### config.mk
export PLATFORM = sky130hd
export DESIGN_NAME = z80_snd_cmd_port
export DESIGN_NICKNAME = d
export VERILOG_FILES = /design/src/rtl/z80_snd_pkg.sv /design/src/rtl/z80_snd_fifo.sv /design/src/rtl/z80_snd_cmd_port.sv
export SDC_FILE = /design/constraint.sdc
export NUM_CORES = 1
export LEC_CHECK = 0
export BUFFER_PORTS_ARGS = -buffer_cell sky130_fd_sc_hd__buf_4
export CAP_MARGIN = 15
export CORE_UTILIZATION = 30
export CTS_CLUSTER_SIZE = 16
export DETAILED_ROUTE_END_ITERATION = 8
export GPL_TIMING_DRIVEN = 0
export PLACE_DENSITY = 0.56
export SETUP_SLACK_MARGIN = 0.4
export SYNTH_ARGS = -nofsm -noshare
export SYNTH_HDL_FRONTEND = slang
export SYNTH_HIERARCHICAL = 1
export SYNTH_SLANG_ARGS = --single-unit
### constraint.sdc
create_clock -name clk -period 2.42 [get_ports clk]
set_input_delay 0.484 -clock clk [delete_from_list [all_inputs] [get_ports clk]]
set_output_delay 0.484 -clock clk [all_outputs]
set_load 0.02 [all_outputs]
### src/rtl/z80_snd_pkg.sv
// Shared types and constants for the sound-CPU command port.
package z80_snd_pkg;

  typedef enum logic [1:0] {
    IRQ_IDLE = 2'd0,
    IRQ_PEND = 2'd1,
    IRQ_SERV = 2'd2
  } irq_state_e;

  localparam int ST_AVAIL = 0;
  localparam int ST_FULL  = 1;
  localparam int ST_OVF   = 7;

  localparam logic [7:0] DEF_CMD_PORT  = 8'h00;
  localparam logic [7:0] DEF_STAT_PORT = 8'h01;

  localparam int unsigned DEF_DEPTH       = 4;
  localparam int unsigned DEF_WAIT_CYCLES = 2;

endpackage

### src/rtl/z80_snd_fifo.sv
// Command FIFO; a pop frees a full slot for a push in the same clk.
module z80_snd_fifo #(
  parameter int unsigned DEPTH = 4,
  parameter int unsigned W     = 8
) (
  input  logic                       clk,
  input  logic                       rst_n,
  input  logic                       push_i,
  input  logic                       pop_i,
  input  logic [W-1:0]               wdata_i,
  output logic [W-1:0]               head_o,
  output logic                       full_o,
  output logic                       empty_o,
  output logic [$clog2(DEPTH):0]     count_o
);

  localparam int unsigned AW = $clog2(DEPTH);
  localparam int unsigned CW = AW + 1;

  logic [W-1:0]  mem_q [DEPTH];
  logic [AW-1:0] wptr_q;
  logic [AW-1:0] rptr_q;
  logic [CW-1:0] cnt_q;
  logic          do_push;
  logic          do_pop;

  assign empty_o = (cnt_q == '0);
  assign full_o  = (cnt_q == CW'(DEPTH));
  assign head_o  = mem_q[rptr_q];
  assign count_o = cnt_q;

  assign do_pop  = pop_i & ~empty_o;
  assign do_push = push_i & (~full_o | do_pop);

  always_ff @(posedge clk or negedge rst_n) begin
    if (!rst_n) begin
      wptr_q <= '0;
      rptr_q <= '0;
      cnt_q  <= '0;
      for (int i = 0; i < int'(DEPTH); i++) mem_q[i] <= '0;
    end else begin
      if (do_push) begin
        mem_q[wptr_q] <= wdata_i;
        wptr_q        <= wptr_q + AW'(1);
      end
      if (do_pop) rptr_q <= rptr_q + AW'(1);
      case ({do_push, do_pop})
        2'b10:   cnt_q <= cnt_q + CW'(1);
        2'b01:   cnt_q <= cnt_q - CW'(1);
        default: cnt_q <= cnt_q;
      endcase
    end
  end

endmodule

### src/rtl/z80_snd_cmd_port.sv
// Sound-CPU command port: host FIFO, I/O decode,
// command-read wait states and interrupt request FSM.
module z80_snd_cmd_port
  import z80_snd_pkg::*;
#(
  parameter int unsigned DEPTH       = DEF_DEPTH,
  parameter logic [7:0]  CMD_PORT    = DEF_CMD_PORT,
  parameter logic [7:0]  STAT_PORT   = DEF_STAT_PORT,
  parameter int unsigned WAIT_CYCLES = DEF_WAIT_CYCLES
) (
  input  logic                   clk,
  input  logic                   reset_n,
  input  logic                   clk_en,
  input  logic                   host_wr,
  input  logic [7:0]             host_data,
  input  logic [15:0]            adr,
  input  logic                   ix,
  input  logic                   mx,
  input  logic                   rd,
  input  logic                   wr,
  input  logic                   intack,
  output logic [7:0]             data_out,
  output logic                   data_oe,
  output logic                   intreq,
  output logic                   wait_n,
  output logic [$clog2(DEPTH):0] fifo_count,
  output logic                   overflow
);

  localparam int unsigned CW  = $clog2(DEPTH) + 1;
  localparam int unsigned WCW = $clog2(WAIT_CYCLES + 2);
  localparam bit          WAIT_EN = (WAIT_CYCLES != 0);

  logic           cmd_sel, stat_sel;
  logic           cmd_sel_q, stat_sel_q, intack_q;
  logic           cmd_rise, cmd_fall, stat_fall, ack;
  logic           push, pop, drop, pop_empties;
  logic           ovf_q, ovf_d;
  logic           wait_n_q;
  logic [WCW-1:0] wcnt_q;
  irq_state_e     irq_q;
  logic           intreq_q;
  logic [7:0]     head, status;
  logic           full, empty;
  logic [CW-1:0]  count;
  logic           unused_ok;

  assign unused_ok = ^{mx, adr[15:8]};

  assign cmd_sel  = ix & rd & ~wr & (adr[7:0] == CMD_PORT);
  assign stat_sel = ix & rd & ~wr & (adr[7:0] == STAT_PORT);
  assign data_oe  = cmd_sel | stat_sel;

  assign cmd_rise  = cmd_sel & ~cmd_sel_q;
  assign cmd_fall  = cmd_sel_q & ~cmd_sel;
  assign stat_fall = stat_sel_q & ~stat_sel;
  assign ack       = intack & ~intack_q;

  assign pop  = cmd_fall & ~empty;
  assign push = host_wr & (~full | pop);
  assign drop = host_wr & full & ~pop;

  // Pop that leaves nothing behind (a push in the same clk refills it)
  assign pop_empties = pop & ~push & (count == CW'(1));

  assign ovf_d = drop | (ovf_q & ~stat_fall);

  z80_snd_fifo #(.DEPTH(DEPTH), .W(8)) u_fifo (
    .clk     (clk),
    .rst_n   (reset_n),
    .push_i  (push),
    .pop_i   (pop),
    .wdata_i (host_data),
    .head_o  (head),
    .full_o  (full),
    .empty_o (empty),
    .count_o (count)
  );

  always_comb begin
    status           = 8'h00;
    status[ST_OVF]   = ovf_q;
    status[ST_FULL]  = full;
    status[ST_AVAIL] = ~empty;
  end

  always_comb begin
    data_out = 8'hFF;
    unique case (1'b1)
      cmd_sel:  data_out = empty ? 8'hFF : head;
      stat_sel: data_out = status;
      default:  data_out = 8'hFF;
    endcase
  end

  always_ff @(posedge clk or negedge reset_n) begin
    if (!reset_n) begin
      cmd_sel_q  <= 1'b0;
      stat_sel_q <= 1'b0;
      intack_q   <= 1'b0;
      ovf_q      <= 1'b0;
      wait_n_q   <= 1'b1;
      wcnt_q     <= '0;
      irq_q      <= IRQ_IDLE;
      intreq_q   <= 1'b0;
    end else begin
      cmd_sel_q  <= cmd_sel;
      stat_sel_q <= stat_sel;
      intack_q   <= intack;
      ovf_q      <= ovf_d;

      if (cmd_rise && WAIT_EN) begin
        wait_n_q <= 1'b0;
        wcnt_q   <= WCW'(WAIT_CYCLES);
      end else if (!wait_n_q) begin
        if (!cmd_sel) begin
          wait_n_q <= 1'b1;
          wcnt_q   <= '0;
        end else if (wcnt_q == '0) begin
          wait_n_q <= 1'b1;
        end else if (clk_en) begin
          wcnt_q <= wcnt_q - WCW'(1);
        end
      end

      unique case (irq_q)
        IRQ_IDLE: begin
          if (!empty && !pop_empties) begin
            irq_q    <= IRQ_PEND;
            intreq_q <= 1'b1;
          end
        end
        IRQ_PEND: begin
          if (pop_empties) begin
            irq_q    <= IRQ_IDLE;
            intreq_q <= 1'b0;
          end else if (ack) begin
            irq_q    <= IRQ_SERV;
            intreq_q <= 1'b0;
          end
        end
        IRQ_SERV: begin
          if (pop_empties) begin
            irq_q    <= IRQ_IDLE;
            intreq_q <= 1'b0;
          end else if (pop) begin
            irq_q    <= IRQ_PEND;
            intreq_q <= 1'b1;
          end
        end
        default: begin
          irq_q    <= IRQ_IDLE;
          intreq_q <= 1'b0;
        end
      endcase
    end
  end

  assign wait_n     = wait_n_q;
  assign intreq     = intreq_q;
  assign overflow   = ovf_q;
  assign fifo_count = count;

endmodule

==> impl_metrics.ini <==
[pwr]
peakVddDrop_mv = 0.356
power_density_mw_per_mm2 = 1010
leakage_nw = 1.51

[floorplanning]
ios = 48
rows = 32
dieArea_sq_mm = 0.00856
start_util = 0.315
die_w_microns = 92.5
die_h_microns = 92.5
coreArea_sq_mm = 0.00781

[synthesis]
ys_ff_latch = 49
syn-cell-area_sq_mm = 0.00246
synth_cells = 190
yosysSeqAreaShare = 0.499
synth_area_leaders = dfrtp_1, mux2_2, mux4_2, ha_1, nand2_1
synth_top_area_share = 0.489
synth-async-reset-ratio = 1.00
ys_types = 47
yosys-top-cells-count = dfrtp_1, mux2_2, nand2_1
synth_edf_count = 0
synth_most_common_cell = dfrtp_1
synthFlopType = dfrtp_1
synth_area_per_cell_sq_um = 12.9
yosysTopAreaCell = dfrtp_1
syn-num-nets = 230
yosys_warnings = 6

[timing]
period_needed_ns = 2.74
finalWorstSetupSlack_ns = -0.319
slew_headroom = 0.582
fin_crit_sh = 1.13
slew_violations = 0
hold_violations = 0
rsz0062_at_grt = yes
fin_skew_ns = 0.00474
tightest_slew_ns = 0.627
max_freq_mhz = 365
setup_viol = 3

[placed_design]
dp_hpwl_microns = 3550
place_congestion = 0.725
dpl_worst_slack_ns = -1.11
dp.cells = 330
numPortBuffers = 38
dpl_cell_area_sq_mm = 0.00294

[global_routing]
grtUsageTotal = 0.134
grt_max_degree = 50
grt_pass1_vias = 1697
overflow = 0
antenna_found_initial = 0
grt_first_pass_wirelength_microns = 8740

[finish]
syn2layout_area_growth_pct = 38.5
final_cell_area_sq_mm = 0.00340
layout-drive-gt1-share = 0.563
finalNetCount = 286
n_antenna_cell = 0
final_cells = 349

[setup_path]
r2r_cells = 12
rrSetupSlack_ns = -0.04
crit_type = in2reg
crit_arrival_ns = 2.97
crit_fanout = 3
start_kind = primary input
worstPathRequired_ns = 2.65
r2r-end = u_fifo/count_o[2]$_DFFE_PN0P_
rr_startpoint = u_fifo/count_o[1]$_DFFE_PN0P_
crit_path_end_kind = flip-flop

[routing]
drc = 0
vias_per_cell = 4.78
dr.pass1.iters = 2
post_drt_wl_per_cell_microns = 15.7
drtIter0Drc = 31
drt-total-wl_microns = 5500
vias = 1669
final_antenna_net_count = 0

[clocking]
tritoncts = done
insertion_delay_ns = 0.31
cts_max_level = 2
numCtsBuffers = 5
cts_buffer_depth = 2
path_clk_slew_ns = 0.09
clock_sinks = 49
ctsHoldBuffers = 0
clock_tree.root_cell = clkbuf_8

[outcome]
status = finished with violations
violations = negative setup slack

[hold_path]
hold_path.class = in2async

[flow_run]
max-cap-violations = 0
[metal layers]
layer	global-route usage	vias to the layer above	wire length, microns
met1	0.171	841	2500
met5	0	-	0
met4	0.0391	0	99
li1	-	797	-
met3	0.0312	8	159
met2	0.225	23	2730
[sequential cells by signal (all words and copies together), names as in the netlist]
name and count:
cmd_sel_q 1, intack_q 1, u_fifo/mem_q 32, intreq 1, irq_q 2, u_fifo/wptr_q 2, wcnt_q 2, overflow 1
wait_n 1, u_fifo/count_o 3, stat_sel_q 1, u_fifo/rptr_q 2
[stage by stage]
step	power, mW	setup TNS [ns]	hold WS [ns]	util
2_1_floorplan	2.26	-5.55	0.188	-
3_3_place_gp	2.56	-18.40	0.462	0.376
3_5_place_dp	2.60	-19.65	0.471	0.376
4_1_cts	3.20	-0.687	0.211	0.414
5_1_grt	3.66	-2.15	0.230	0.436
6_report	3.42	-0.530	0.190	0.436
[power breakdown]
| part | internal (mW) | switching, mW |
|---|---|---|
| combinational | 0.905 | 0.590 |
| clock | 0.205 | 0.287 |
| sequential | 1.18 | 0.257 |
| total | 2.29 | 1.13 |
[worst max-delay path, cell delays in order]
cell     delay [ns]
buf_6          0.09
or4_4          0.57
o41ai_4        0.36
inv_2          0.09
nor4b_4        0.29
or2b_4         0.18
ha_4           0.13
inv_2          0.04
fa_2           0.33
xor2_1         0.15
nor2_1         0.11
xor2_1         0.15
[worst max-delay path by stage]
stage	startpoint	end	slack, ns
after floorplan	adr[1]	u_fifo/count_o[2]$_DFFE_PN0P_	-0.76
after global placement	adr[4]	u_fifo/count_o[2]$_DFFE_PN0P_	-1.06
after detailed placement	adr[1]	u_fifo/count_o[2]$_DFFE_PN0P_	-1.11
after CTS	wr	u_fifo/count_o[2]$_DFFE_PN0P_	-0.31
after global routing	adr[5]	u_fifo/count_o[2]$_DFFE_PN0P_	-0.43
final	adr[5]	u_fifo/count_o[2]$_DFFE_PN0P_	-0.32
[cell usage in the layout (no fill, tap or decap), types with 4 or more instances in the layout]
| cell type | count |
|---|---|
| buf_6 | 14 |
| ha_1 | 5 |
| buf_8 | 4 |
| mux4_2 | 8 |
| clkbuf_8 | 5 |
| nor2_4 | 4 |
| inv_1 | 6 |
| nand2_1 | 10 |
| mux2_4 | 29 |
| mux2_2 | 5 |
| buf_4 | 32 |
| o21ai_2 | 7 |
| dfrtp_1 | 47 |
| nor2b_1 | 4 |
| nor2_1 | 7 |
[timing repair]
action / in CTS / in global routing
setup buffers: 7 / 2
cloned: 2 / 0
gates resized for setup: 30 / 41
pin swaps: 5 / 8
endpoints found under the setup margin: 46 / 46
[area by class of cell]
class	count	area (sq um)
Fill cell	729	4400
Multi-Input combinational cell	127	1420
Sequential cell	49	1230
Timing Repair Buffer	49	460
Tap cell	102	128
Clock buffer	5	68.8
Buffer	5	46.3
Inverter	9	33.8
Clock inverter	3	22.5
[cells by family (layout without fill, tap and decap cells)]
family / after synthesis / after routing / share of synthesized area
xor+xnor: 6 / 6 / 0.0214
simple gates: 46 / 46 / 0.113
flops: 49 / 49 / 0.499
compound gates: 25 / 25 / 0.0713
fa+ha+maj: 7 / 7 / 0.0387
buf+inv: 14 / 71 / 0.0219
mux: 43 / 43 / 0.235
(Power assumes the default switching activity.)
